===== config.mk =====
export PLATFORM = sky130hd
export DESIGN_NAME = hilo_divider
export DESIGN_NICKNAME = d
export VERILOG_FILES = /design/src/rtl/hilo_divider_pkg.sv /design/src/rtl/hilo_divider_div_step.sv /design/src/rtl/hilo_divider.sv
export SDC_FILE = /design/constraint.sdc
export NUM_CORES = 1
export LEC_CHECK = 0
export ABC_AREA = 1
export BUFFER_PORTS_ARGS = -buffer_cell sky130_fd_sc_hd__buf_2
export CELL_PAD_IN_SITES_DETAIL_PLACEMENT = 1
export CELL_PAD_IN_SITES_GLOBAL_PLACEMENT = 2
export CORE_MARGIN = 3
export CORE_UTILIZATION = 36
export DETAILED_ROUTE_END_ITERATION = 10
export PLACE_DENSITY = 0.95
export SLEW_MARGIN = 40
export SYNTH_ARGS = -nofsm -noshare
export SYNTH_HDL_FRONTEND = slang
export SYNTH_SLANG_ARGS = --single-unit

===== constraint.sdc =====
create_clock -name clk -period 5.3 [get_ports clk]
set_clock_uncertainty 0.1 [all_clocks]
set_input_delay 0.795 -clock clk [delete_from_list [all_inputs] [get_ports clk]]
set_output_delay 0.795 -clock clk [all_outputs]
set_load 0.02 [all_outputs]

===== src/rtl/hilo_divider_pkg.sv =====
// Shared types and constants for the HI/LO iterative divider.
package hilo_divider_pkg;

    // Default operand width of the divider datapath.
    localparam int DIV_WIDTH   = 32;

    // Edges from the accepting edge until out_valid rises.
    localparam int DIV_LATENCY = DIV_WIDTH + 1;

    // Controller states.
    typedef enum logic [1:0] {
        IDLE = 2'd0,
        RUN  = 2'd1,
        DONE = 2'd2
    } div_state_t;

    // Full {hi, lo} result pair; hi carries the remainder, lo the quotient.
    typedef struct packed {
        logic [DIV_WIDTH-1:0] hi;
        logic [DIV_WIDTH-1:0] lo;
    } div_result_t;

endpackage


===== src/rtl/hilo_divider_div_step.sv =====
// One restoring-division step: shift {rem, quot} left by one, then
// subtract the divisor from the partial remainder when it fits.
module div_step #(
    parameter int WIDTH = 32
) (
    input  logic [WIDTH-1:0] rem_i,
    input  logic [WIDTH-1:0] quot_i,
    input  logic [WIDTH-1:0] divisor_i,
    output logic [WIDTH-1:0] rem_o,
    output logic [WIDTH-1:0] quot_o
);

    // The shifted remainder needs one extra bit so the compare never wraps.
    logic [WIDTH:0] remShift;

    // Trial subtraction; the difference always fits in WIDTH bits when taken.
    always_comb begin
        remShift = {rem_i, quot_i[WIDTH-1]};
        if (remShift >= {1'b0, divisor_i}) begin
            rem_o  = remShift[WIDTH-1:0] - divisor_i;
            quot_o = {quot_i[WIDTH-2:0], 1'b1};
        end else begin
            rem_o  = remShift[WIDTH-1:0];
            quot_o = {quot_i[WIDTH-2:0], 1'b0};
        end
    end

endmodule


===== src/rtl/hilo_divider.sv =====
// Multi-cycle unsigned-magnitude divider feeding the Execute-stage HI/LO
// sign fixup. Result is {remainder, quotient}; signed requests divide the
// operand magnitudes and leave the sign correction to downstream logic.
module hilo_divider
    import hilo_divider_pkg::*;
#(
    parameter int WIDTH = DIV_WIDTH,
    parameter int CNT_W = 6
) (
    input  logic               clk,
    input  logic               resetn,
    input  logic               in_valid,
    output logic               in_ready,
    input  logic               is_signed,
    input  logic [WIDTH-1:0]   a,
    input  logic [WIDTH-1:0]   b,
    input  logic               flush,
    output logic               out_valid,
    input  logic               out_ready,
    output logic [2*WIDTH-1:0] div_c,
    output logic               busy
);

    div_state_t           state_q;
    logic [CNT_W-1:0]     cnt_q;
    logic [WIDTH-1:0]     rem_q;
    logic [WIDTH-1:0]     quot_q;
    logic [WIDTH-1:0]     divisor_q;
    logic                 outValid_q;
    logic [2*WIDTH-1:0]   divC_q;

    logic [WIDTH-1:0]     stepRem_d;
    logic [WIDTH-1:0]     stepQuot_d;
    logic [WIDTH-1:0]     magA;
    logic [WIDTH-1:0]     magB;

    // Two's-complement magnitude; the most negative value maps onto itself.
    function automatic logic [WIDTH-1:0] magnitude(input logic [WIDTH-1:0] x,
                                                   input logic             sgn);
        return (sgn && x[WIDTH-1]) ? (~x + 1'b1) : x;
    endfunction

    assign magA = magnitude(a, is_signed);
    assign magB = magnitude(b, is_signed);

    div_step #(
        .WIDTH(WIDTH)
    ) u_step (
        .rem_i    (rem_q),
        .quot_i   (quot_q),
        .divisor_i(divisor_q),
        .rem_o    (stepRem_d),
        .quot_o   (stepQuot_d)
    );

    // A flush in the same cycle blocks acceptance so no request slips past it.
    assign in_ready  = (state_q == IDLE) && !flush;
    assign busy      = (state_q != IDLE);
    assign out_valid = outValid_q;
    assign div_c     = divC_q;

    // Controller and datapath: WIDTH restoring steps, one extra edge to publish.
    always_ff @(posedge clk or negedge resetn) begin
        if (!resetn) begin
            state_q    <= IDLE;
            cnt_q      <= '0;
            rem_q      <= '0;
            quot_q     <= '0;
            divisor_q  <= '0;
            outValid_q <= 1'b0;
            divC_q     <= '0;
        end else begin
            case (state_q)
                IDLE: begin
                    if (in_valid && in_ready) begin
                        rem_q     <= '0;
                        quot_q    <= magA;
                        divisor_q <= magB;
                        cnt_q     <= '0;
                        state_q   <= RUN;
                    end
                end
                RUN: begin
                    if (flush) begin
                        state_q <= IDLE;
                    end else if (cnt_q == CNT_W'(WIDTH)) begin
                        divC_q     <= {rem_q, quot_q};
                        outValid_q <= 1'b1;
                        state_q    <= DONE;
                    end else begin
                        rem_q  <= stepRem_d;
                        quot_q <= stepQuot_d;
                        cnt_q  <= cnt_q + 1'b1;
                    end
                end
                DONE: begin
                    if (flush || out_ready) begin
                        outValid_q <= 1'b0;
                        state_q    <= IDLE;
                    end
                end
                default: begin
                    outValid_q <= 1'b0;
                    state_q    <= IDLE;
                end
            endcase
        end
    end

endmodule


-- After elaboration in Yosys (flattened, before gate mapping)
Cells that the tools add are included.
- flip-flop bits (word level): 169
- input port bits: 70
- add/subtract/negate cells: 4
- order comparisons: 1
- equality and inequality tests: 9
- multiplexer cells: 25
- bitwise operators: 4
- reductions and logical operators: 14
- operator list (kind ; count):
    two-way mux 32 bit ; 9
    one-hot mux 32 bit (2 select lines) ; 2
    adder 32 x 1 -> 32 bit, second input constant ; 2
    inverter 32 bit ; 2
    greater-or-equal comparator 33 x 32 -> 1 bit ; 1
    subtractor 32 bit ; 1
    two-way mux 6 bit ; 3
    one-hot mux 6 bit (2 select lines) ; 1
    two-way mux 2 bit ; 4
    inequality test 2 bit, second input constant ; 4
    AND reduction 4 bit ; 2
    adder 6 x 1 -> 6 bit, second input constant ; 1
    == test 6 bit, second input constant ; 1
    one-hot mux 2 bit (3 select lines) ; 1
    AND reduction 3 bit ; 2
    logical AND 1 bit ; 4
    two-way mux 1 bit ; 4
    nonzero test 2 bit ; 2
    inequality test 3 bit, second input constant ; 1
    one-hot mux 1 bit (3 select lines) ; 1
    == test 2 x 1 -> 1 bit, second input constant ; 1
    == test 2 bit, second input constant ; 1
    logical NOT 2 bit ; 1
    inequality test 2 x 1 -> 1 bit, second input constant ; 1
    4 further kinds ; 5

-- Logic depth before layout (Yosys ltp)
- word-level depth: 5
- gate-level depth with buffers: 17
- depth with buffers taken out: 16

-- Modules after synthesis
Synthesis repeated with hierarchy kept, for this count alone.
- cells, all modules: 1815
- area total of the unflattened synthesis: 11969.0 sq um
- modules (own cells, without submodules) (module ; instances ; cells each ; area an instance (sq um) ; sequential area each (sq um)):
    hilo_divider ; 1 ; 1132 ; 8546.9 ; 4229.1
    div_step ; 1 ; 683 ; 3422.0 ; 0.0

-- Worst setup path before layout
No wires, ideal clock.
- kind: input port to flip-flop
- from: input port a[0]
- to: register quot_q[16]
- arrival time: 2.061 ns
- required time: 5.070 ns
- path slack: 3.009 ns
- stages on the path: 11
- cells stage by stage: inv_1 ha_1 nand3_1 nor2_2 nand3_1 nand2_1 nand2_1 o21ai_0 nand2_1 o21ai_0 o21ai_0
- longest elaborated chain between the ends: 5
- RTL lines (what ; line ; RTL):
    start: declaration ; hilo_divider.sv:15 ; input logic [WIDTH-1:0] a,
    inverter 32 bit ; hilo_divider.sv:40 ; return (sgn && x[WIDTH-1]) ? (~x + 1'b1) : x;
    adder 32 x 1 -> 32 bit ; hilo_divider.sv:40 ;
    two-way mux 32 bit ; hilo_divider.sv:40 ;
    two-way mux 32 bit ; hilo_divider.sv:75 ; if (in_valid && in_ready) begin
    one-hot mux 32 bit (2 select lines) ; hilo_divider.sv:73 ; case (state_q)
    end signal: assignment ; hilo_divider.sv:77 ; quot_q <= magA;
    end signal: assignment ; hilo_divider.sv:92 ; quot_q <= stepQuot_d;
    end: declaration ; hilo_divider.sv:27 ; logic [WIDTH-1:0] quot_q;
Every way passes these cells. The select of a mux whose other input is x is not followed.
A chain may end at the register's enable or synchronous reset.

-- Worst setup path after layout
- from: register state_q[1]
- to: register cnt_q[3]
- longest elaborated chain between the ends: 5
- RTL lines (what ; line ; RTL):
    start: declaration ; hilo_divider.sv:24 ; div_state_t state_q;
    start signal: assignment ; hilo_divider.sv:65 ; state_q <= IDLE;
    start signal: assignment ; hilo_divider.sv:80 ; state_q <= RUN;
    start signal: assignment ; hilo_divider.sv:85 ; state_q <= IDLE;
    logical NOT 2 bit ; hilo_divider.sv:57, hilo_divider.sv:73 ;
    logical AND 1 bit ; hilo_divider.sv:57 ; assign in_ready = (state_q == IDLE) && !flush;
    logical AND 1 bit ; hilo_divider.sv:75 ;
    inequality test 2 x 1 -> 1 bit (no line) ; - ;
    AND reduction 4 bit (no line) ; - ;
    end signal: assignment ; hilo_divider.sv:93 ; cnt_q <= cnt_q + 1'b1;
    end: declaration ; hilo_divider.sv:25 ; logic [CNT_W-1:0] cnt_q;
Several ways; a longest one is shown, not always the timed one.

==> results.txt <==
Wires add up to 38300 µm. The TritonCTS clock tree is done. The most used flip-flop cell after synthesis is dfrtp_1. The worst slack at placement is 2230 ps. In this run the critical register-to-register path is launched from state_q[1]$_DFFE_PN0P_.

The congestion estimate from routability-driven global placement came to 0.940. The sequential-to-total area share from yosys stat is 36.0%. The count of yosys warnings during synthesis is 0.

The transition time of the tightest slew-check pin is 809 ps. The CTS H-tree depth is 4. Across all hold checks on the routed design, the worst slack comes to 132 ps.

After routing the design area is 13400 µm². The synthesized net count came out at 1845. The signal on the critical path passes through nor2_4 -> nand3_2 -> nand2_2 -> clkinv_2 -> nor2_1 -> a21oi_1 -> nor3_1.

Leaving out fill and tap cells, the most frequent cells in the layout are nand2_1, inv_1, dfrtp_1. The ratio of routed vias to standard cells is 4.99. In this run the register-to-register setup slack is 2150 ps. For the worst setup path, the data arrival time is 3420 ps.

The number of buffers inserted for hold repair after clock tree synthesis is 0. The worst reg2reg path endpoint is cnt_q[3]$_DFFE_PN0P_. The aggregate negative setup slack came out at 0 ps. Setup repair after global routing left no endpoint under its margin. The most common library cell in the layout ignoring fill and taps is nand2_1. For this design, the slowest cell found on the critical path is nor2_4. The first global-routing pass estimated 62700 µm of wire.

The worst-case IR drop observed on VDD is 262 µV. The number of max-slew violations in the final report is 0. The I/O pin count came out at 137.

The number of synthesized register bits came out at 169. By area the synthesized netlist is led by dfrtp_1, nand2_1, inv_1. The area of the mapped netlist is 11700 µm². The detailed router finished its first iteration with 595 violations. The count of max-cap constraint violations is 0. After clock tree synthesis, the clock-pin slew on the worst setup and hold paths is 80 ps.

The die covers 34800 µm². The period utilization came out at 59.5%. The HPWL after detailed placement came out at 29600 µm.

The run finished with clean final reports. The post-route netlist has 14.1% of its cells at a drive strength greater than 1. The via count of the routed design is 11400. The first-pass detailed-route iteration total is 5. The placed standard-cell area is 12800 µm². The via count of the first global-routing pass is 11800. The number of flops mapped to enable cells by yosys is 0. The initial antenna violation count came to 0. The class of the most critical hold timing path is in -> async. The clock reaches the later pin of the worst-skew pair after 450 ps. The number of buffers created by CTS came out at 17. The width of the die is 187 µm. The final critical delay including setup and external delays is 3150 ps. The number of buffer cells added on primary ports is 136.

The post-layout net count is 1953. Dividing the detail-routed wire length by the instance count gives 16.7 µm. The design draws 6.34 mW. The number of hold violations in the final report was 0.

The area fraction of the dominant cell type after synthesis is 36.0%. Along the worst path, the maximum fanout reaches 40. Power spread over the standard cell area amounts to 473 nW/µm².

The maximum number of pins on one net before global-route repair is 75. The number of unique standard cell types used by synthesis is 45. Post-CTS repair changed the size of 0 cells. For the worst flop-to-flop path, the logic depth is 7. In the global route stage, overall resource usage came out at 22.2%. The count of clock tree sinks came out at 169.

Setup violations remaining at the end of the flow were counted as 0. The category of the worst setup path launch point is a flip-flop. The max-slew headroom at the worst pin came out at 46.0%. The post-CTS setup buffer count is 0. The remaining antenna violation count after routing came out at 0. The overall die height came out at 187 µm. After detailed routing, the number of remaining DRC violations is 0.

The delay of the slowest cell on the worst path is 580 ps. The critical path start-end classification is reg -> reg. The fill cell total of the finished layout is 4248.

The required arrival time at the worst endpoint is 5560 ps. STA classifies the critical path endpoint as a flip-flop. The area growth from synthesis to layout is 14.1%.

The proportion of synthesized flip-flops having asynchronous set or reset is 100%. The leftover overflow at the end of global routing came out at 0. The cell taking the most area after synthesis is dfrtp_1. The initial standard-cell utilization of the core came out at 36.8%. No sink is reached through more buffers than the 2 on the longest clock path. After floorplanning, the core was sized to cover 31900 µm².

The clock root buffer is clkbuf_16. The row count came out at 65. The post-layout worst setup margin came out at 2150 ps. The count of antenna diodes in the layout came out at 0. The average instance area after synthesis came out at 6.75 µm². Timing would allow up to 317 MHz. The leakage component of the power is 7.35 nW. Counting every instance in the synthesized netlist gives 1738.
## worst max-delay path by stage
stage                                 startpoint                     end  depth (start not counted)
after CTS                 state_q[1]$_DFFE_PN0P_   div_c[31]$_DFFE_PN0P_                          6
after floorplan                             a[0]  quot_q[16]$_DFFE_PN0P_                         11
final                     state_q[1]$_DFFE_PN0P_    cnt_q[3]$_DFFE_PN0P_                          7
after global routing      state_q[0]$_DFFE_PN0P_    cnt_q[3]$_DFFE_PN0P_                          8
after global placement                     flush   out_valid$_DFFE_PN0P_                          7
after detailed placement                   flush   out_valid$_DFFE_PN0P_                          7
## worst max-delay path: cells and delay by family, from the launching register on
| kind | cells | cell delay, ps |
|---|---|---|
| flip-flops | 1 | 430 |
| AO/OA/AOI/OAI | 1 | 100 |
| buffers and inverters | 1 | 540 |
| AND/OR/NAND/NOR | 5 | 1870 |
## per-layer routing
metal	part of all wire, %	wire, µm	track usage [%]	vias up
met4	2.5	965	7.07	0
li1	-	-	-	5693
met2	45	17200	35.6	198
met1	50	19100	31.4	5511
met5	0	0	0	-
met3	2.7	1030	2.44	46
## synthesized netlist by cell type, types with 3 or more instances
master,number
xnor2_1,18
nor2_1,101
or2_2,4
nand2_1,544
buf_4,7
nor4_1,3
o211ai_1,11
xor2_1,24
inv_1,276
o21ai_2,31
and3_1,3
and2_1,7
a21oi_1,42
inv_2,17
nand3_2,9
nand2_2,9
nor3_1,20
nand3b_1,7
nand4_1,20
o21ai_0,99
o21ai_1,46
dfrtp_1,169
ha_1,36
buf_6,5
nor2_2,6
clkbuf_1,19
buf_2,22
o221ai_1,3
nand3_1,159
## layout make-up
class                   count  area, µm²  share of cell area, %
inverters                 294       1110                   8.26
well taps                 435        544                   4.06
flip-flops and latches    169       4230                   31.6
clock buffers              18        439                   3.28
repair buffers            144        767                   5.73
clock inverters            14        179                   1.34
multi-input cells        1220       6130                   45.7
## metrics by stage
step / instances / utilization [%]
floorplan: 1738 / -
global placement: 2261 / 39.9
detailed placement: 2262 / 40.0
CTS: 2294 / 42.0
global route: 2294 / 42.0
finish: 2294 / 42.0
## logic make-up after synthesis
logic type | count (synthesis) | synth area share [%]
AOI/OAI and AO/OA | 243 | 12.0
and+or+nand+nor | 898 | 32.9
adders and majority gates | 37 | 4.01
buffers and inverters | 349 | 11.9
xor gates and xnor gates | 42 | 3.13
DFF | 169 | 36.0
## power breakdown
part           switching (mW)  total [mW]  internal (mW)
Sequential              0.251        1.94           1.69
Clock                   0.628        1.32          0.692
Combinational            2.10        3.08          0.977
## sequential cells by signal (all words and copies together) (netlist names)
signal / cells
quot_q: 32
state_q: 2
rem_q: 32
divisor_q: 32
div_c: 64
cnt_q: 6
out_valid: 1
Power figures use the tool's default switching activity.
